==> src/rtl/hazard_pkg.sv <==
// Shared constants and helpers for the ID-stage hazard scoreboard.
// Producer kinds, default widths and the per-kind latency function.
package hazard_pkg;

    localparam logic [1:0] KIND_ALU  = 2'd0;
    localparam logic [1:0] KIND_LOAD = 2'd1;
    localparam logic [1:0] KIND_MDU  = 2'd2;
    localparam logic [1:0] KIND_RSV  = 2'd3;

    localparam int ADDR_W_DEF = 5;
    localparam int CNT_W_DEF  = 3;

    // Cycles until a producer of this kind becomes forwardable.
    function automatic int unsigned lat_of(
        input logic [1:0]  kind,
        input int unsigned load_lat,
        input int unsigned mdu_lat
    );
        int unsigned lat;
        lat = 0;
        case (kind)
            KIND_LOAD: lat = load_lat;
            KIND_MDU:  lat = mdu_lat;
            default:   lat = 0;
        endcase
        return lat;
    endfunction

endpackage

==> src/rtl/hazard_lat_cnt.sv <==
// One latency countdown: load, decrement-if-nonzero, hold.
// Asynchronously cleared; load wins over the same-cycle decrement.
module hazard_lat_cnt
    import hazard_pkg::*;
#(
    parameter int CNT_W = CNT_W_DEF
) (
    input  logic             clk,
    input  logic             rst_n,
    input  logic             en,
    input  logic             load,
    input  logic [CNT_W-1:0] load_val,
    output logic [CNT_W-1:0] cnt
);

    // Count down toward zero while the pipe advances; never wrap.
    always_ff @(posedge clk or negedge rst_n) begin
        if (!rst_n) begin
            cnt <= '0;
        end else if (en) begin
            if (load) begin
                cnt <= load_val;
            end else if (cnt != '0) begin
                cnt <= cnt - 1'b1;
            end
        end
    end

endmodule

==> src/rtl/hazard_scoreboard.sv <==
// ID-stage hazard unit with a per-register countdown scoreboard.
// Stalls on RAW, WAW and MDU occupancy; honours flush and mem_wait.
module hazard_scoreboard
    import hazard_pkg::*;
#(
    parameter int ADDR_W   = ADDR_W_DEF,
    parameter int LOAD_LAT = 1,
    parameter int MDU_LAT  = 4,
    parameter int CNT_W    = CNT_W_DEF
) (
    input  logic              clk,
    input  logic              rst_n,
    input  logic              valid_id,
    input  logic [ADDR_W-1:0] rs_addr_id,
    input  logic [ADDR_W-1:0] rt_addr_id,
    input  logic              rs_used_id,
    input  logic              rt_used_id,
    input  logic              wr_en_id,
    input  logic [ADDR_W-1:0] wr_addr_id,
    input  logic [1:0]        wr_kind_id,
    input  logic              flush,
    input  logic              mem_wait,
    output logic              stall,
    output logic              pc_if_write,
    output logic              id_ex_bubble,
    output logic              mdu_busy
);

    localparam int NREGS = 2 ** ADDR_W;

    logic [CNT_W-1:0] cnt [NREGS];
    logic [CNT_W-1:0] mdu_cnt;
    logic [CNT_W-1:0] rs_cnt;
    logic [CNT_W-1:0] rt_cnt;
    logic [CNT_W-1:0] wr_cnt;
    logic [CNT_W-1:0] lat_new;
    logic [CNT_W-1:0] mdu_lat_v;
    logic             raw_s;
    logic             raw_t;
    logic             waw;
    logic             mdu_struct;
    logic             is_mdu;
    logic             issue;
    logic             rec_en;
    logic             adv;

    // r0 is hardwired free.
    assign cnt[0] = '0;

    assign adv       = ~mem_wait;
    assign lat_new   = CNT_W'(lat_of(wr_kind_id, LOAD_LAT, MDU_LAT));
    assign mdu_lat_v = CNT_W'(MDU_LAT);
    assign is_mdu    = (wr_kind_id == KIND_MDU);

    generate
        for (genvar r = 1; r < NREGS; r++) begin : g_reg
            hazard_lat_cnt #(.CNT_W(CNT_W)) u_cnt (
                .clk      (clk),
                .rst_n    (rst_n),
                .en       (adv),
                .load     (rec_en && (wr_addr_id == ADDR_W'(r))),
                .load_val (lat_new),
                .cnt      (cnt[r])
            );
        end
    endgenerate

    hazard_lat_cnt #(.CNT_W(CNT_W)) u_mdu_cnt (
        .clk      (clk),
        .rst_n    (rst_n),
        .en       (adv),
        .load     (issue && is_mdu),
        .load_val (mdu_lat_v),
        .cnt      (mdu_cnt)
    );

    assign rs_cnt = cnt[rs_addr_id];
    assign rt_cnt = cnt[rt_addr_id];
    assign wr_cnt = cnt[wr_addr_id];

    // Hazard detection and pipeline control from scoreboard state.
    always_comb begin
        raw_s      = 1'b0;
        raw_t      = 1'b0;
        waw        = 1'b0;
        mdu_struct = 1'b0;
        if (valid_id) begin
            raw_s = rs_used_id && (rs_addr_id != '0)
                    && (rs_cnt != '0);
            raw_t = rt_used_id && (rt_addr_id != '0)
                    && (rt_cnt != '0);
            waw   = wr_en_id && (wr_addr_id != '0)
                    && (wr_cnt > lat_new);
            mdu_struct = is_mdu && (mdu_cnt > CNT_W'(1));
        end
        stall        = raw_s | raw_t | waw | mdu_struct;
        pc_if_write  = ~(stall | mem_wait);
        id_ex_bubble = flush | (stall & ~mem_wait);
        issue        = valid_id & ~stall & ~mem_wait & ~flush;
        rec_en       = issue & wr_en_id & (wr_addr_id != '0);
    end

    assign mdu_busy = (mdu_cnt != '0);

endmodule

==> config.mk <==
export PLATFORM = sky130hd
export DESIGN_NAME = hazard_scoreboard
export DESIGN_NICKNAME = d
export VERILOG_FILES = /design/src/rtl/hazard_pkg.sv /design/src/rtl/hazard_lat_cnt.sv /design/src/rtl/hazard_scoreboard.sv
export SDC_FILE = /design/constraint.sdc
export NUM_CORES = 1
export LEC_CHECK = 0
export CAP_MARGIN = 30
export CORE_MARGIN = 3
export CORE_UTILIZATION = 43
export CTS_BUF_LIST = sky130_fd_sc_hd__clkbuf_4
export DETAILED_ROUTE_END_ITERATION = 10
export SYNTH_ARGS = -nofsm -noshare
export SYNTH_HDL_FRONTEND = slang
export SYNTH_SLANG_ARGS = --single-unit
==> constraint.sdc <==
create_clock -name clk -period 10.31 [get_ports clk]
set_input_delay 2.5775 -clock clk [delete_from_list [all_inputs] [get_ports clk]]
set_output_delay 2.5775 -clock clk [all_outputs]
set_load 0.1 [all_outputs]
==> flow_summary_export.csv, run 1 <==
group,metric,value,unit
sta,holdWs,0.5909,ns
min_path,hold_path_depth,2,
critical_path,critPathRequiredTime,7.73,ns
critical_path,timing.rr.end,"g_reg[9].u_cnt.cnt[2]$_DFFE_PN0P_",
yosys,synth_fa_ha_area_frac,0.09797,
power,pwr_density_cell,247.7,nW/µm²
critical_path,end_kind,"primary output",
global_route,grt-ovfl-total,0,
job,cap_violations,0,
cells_and_area,areaGrowthSynthToFinish,7.223,%
yosys,synth_top_area_share,0.2807,
sta,max_slew_margin,0.3443,
routing,detail-route-antenna-nets,0,
die,die_w,147.1,µm
cts,cts_setup_buffers,0,
critical_path,reg2reg_depth,12,
cells_and_area,final_common_cell,"dfrtp_1",
sta,setup_slack,0.8228,ns
cells_and_area,layout-drive-gt1-share,0.1010,
yosys,synth_edf_count,0,
sta,fmax,105.4,MHz
yosys,ys.flop_type,"dfrtp_1",
sta,rsz0062_at_grt,"no",
min_path,min-delay-path-class,"register to register",
yosys,syn_nets,1078,
cts,cts.clk_slew.worst_paths,0.17,ns
power,leakage,3.616,nW
yosys,muxShareOfSynthArea,0.1022,
yosys,synth-seq-cells,96,
critical_path,r2r-start,"g_reg[17].u_cnt.cnt[2]$_DFFE_PN0P_",
cells_and_area,final_cells,1241,
sta,fin_crit,9.487,ns
global_route,grt_max_degree,58,
sta,period_share,0.9202,
cells_and_area,stdcell_area,9175,µm²
cells_and_area,postLayoutCoreUtil,0.4793,
sta,finalSetupViolCount,0,
cells_and_area,n_fill_cell,1866,
critical_path,ff2ff_setup_slack,5.93,ns
cts,cts-root-buf,"clkbuf_4",
outcome,outcome,"complete, no violations",
cts,cts.sinks,96,
yosys,avgSynthCellArea,8.678,µm²
sta,hold_viol,0,
sta,finalSetupTns,0,ns
placed_design,io_buffers,28,
cts,cts_buffers,9,
global_route,grt_usage,0.2376,
critical_path,crit_arrival,6.91,ns
yosys,yosys_warnings,0,
sta,drv_slew,0,
critical_path,cp-start-kind,"input port",
routing,vias_per_cell,6.334,
yosys,mappedNetlistArea,8557,µm²
yosys,yosysSeqAreaShare,0.2807,
power,total_power,2.273,mW
cells_and_area,regArea,2402,µm²
critical_path,crit_type,"input port to primary output",
cts,cts_resized,0,
global_route,grt_pass1_vias,7118,
power,peakVddDrop,0.1643,mV
die,fp-row-count,50,
routing,drt_wl_total,25590,µm
sta,worstMarginPinSlew,0.9804,ns
routing,wire_per_inst,20.62,µm
global_route,grt_antenna_before_repair,2,
cts,hold_buffers,0,
placed_design,place_hpwl,18350,µm
yosys,yosys.cell_types.count,65,
global_route,grt_first_pass_wirelength,40990,µm
cells_and_area,multi_input_area,5609,µm²
cts,cts_tree,"built",
sta,fin_skew,0.02919,ns
routing,drc,0,
cts,clock_path_buffers,2,
placed_design,dpl_cell_area,9037,µm²
routing,drt_iter0_drc,868,
die,die_height,147.1,µm
cells_and_area,layout.nets,1068,
routing,firstDrtPassIters,5,
min_path,hp-start,"u_mdu_cnt.cnt[2]$_DFFE_PN0P_",
yosys,synthXorXnorAreaFrac,0,
yosys,synth_area_leader_cell,"dfrtp_1",
placed_design,globalplace.congestion,0.9181,
yosys,synth_compound_area_frac,0.1797,
min_path,holdPathEnd,"u_mdu_cnt.cnt[2]$_DFFE_PN0P_",
yosys,synthCells,986,
cts,clock_latency,0.52,ns
yosys,yosys-top-cells-area,"dfrtp_1 28%, ha_1 9.8%, mux4_2 8.2%",
die,die_area,21630,µm²
die,start_util,0.4470,
cells_and_area,layout_common_cells,"96 x dfrtp_1, 77 x inv_1, 77 x nand2_1, 67 x ha_1, 64 x nor3_1",
critical_path,worst-path-max-fanout,27,
placed_design,place_ws,0.8653,ns
die,coreArea,19140,µm²
routing,route.vias.total,7860,
yosys,yosys.area_share.simple,0.2752,
yosys,synth_top_family_by_area,"simple AND/OR/NAND/NOR gates",
yosys,async_reset_ff_frac,1.000,
die,num_io_pins,29,
placed_design,dp.cells,1225,
cts,htreeDepth,3,
## registers in the layout, summed over array words and instances, names as in the netlist
register / cells
g.u_cnt.cnt: 93
u_mdu_cnt.cnt: 3
## synth_stat cells, types with 20 or more instances
cell,n
nor4b_1,21
nor2b_1,58
clkbuf_1,42
nor2_1,39
inv_1,77
nand3_1,23
ha_1,67
nor3_1,64
nand2_1,77
mux4_2,31
nand4_1,20
dfrtp_1,96
nor4_1,23
a21oi_1,39
o21ai_0,57
## power breakdown
part	internal (mW)	switching [mW]
registers	0.561	0.295
clock network	0.0744	0.147
logic	0.579	0.615
## worst max-delay path by stage
| stage | start | to | slack, ns | depth (start not counted) |
|---|---|---|---|---|
| after CTS | wr_addr_id[1] | id_ex_bubble | 0.85 | 15 |
| after global routing | wr_addr_id[1] | id_ex_bubble | 0.57 | 15 |
| after floorplan | wr_addr_id[0] | id_ex_bubble | 0.06 | 17 |
| final | wr_addr_id[1] | id_ex_bubble | 0.82 | 15 |
| after global placement | wr_addr_id[1] | id_ex_bubble | 0.95 | 16 |
| after detailed placement | wr_addr_id[1] | id_ex_bubble | 0.87 | 15 |
## kinds of logic (layout without fill, tap and decap cells)
group | count (synthesis) | in the layout
other | 0 | 1
DFF | 96 | 96
buffers and inverters | 140 | 134
adders and majority gates | 67 | 67
muxes | 48 | 48
AOI/OAI and AO/OA | 218 | 218
and+or+nand+nor | 417 | 417
## routing by layer
metal,share of wire,global-route usage,up-vias
li1,-,-,3677
met1,0.48,0.3662,3860
met2,0.43,0.3403,297
met3,0.079,0.04874,24
met4,0.012,0.05685,2
met5,0.00051,0,-
## layout make-up
class	count	area share
flip-flops and latches	96	0.2618
multi-input cells	750	0.6113
diodes	1	0.0002727
clock inverters	6	0.007364
clock buffers	9	0.007364
repair buffers	41	0.04446
well taps	260	0.03546
inverters	78	0.03191
## critical path, cell delays in order
cell and delay (ns):
clkdlybuf4s50_1 0.73, buf_4 0.41, mux4_2 0.36, mux4_2 0.47
mux2_2 0.28, ha_1 0.31, a22oi_1 0.25, nand4b_1 0.15
a221oi_1 0.06, a211o_1 0.36, and3_1 0.17, nand2_1 0.17
and2_2 0.24, a21o_1 0.17, buf_12 0.18
Power figures use the tool's default switching activity.
==> run 2: changes to the inputs <==
- GPL_ROUTABILITY_DRIVEN: not set -> 1
==> results of run 2 <==
The final DEF is identical to that of run 1; final timing and power are the same.
==> run 3: changes to the inputs <==
- GPL_ROUTABILITY_DRIVEN: 1 -> not set
==> results of run 3 <==
The final DEF is identical to that of run 1; final timing and power are the same.
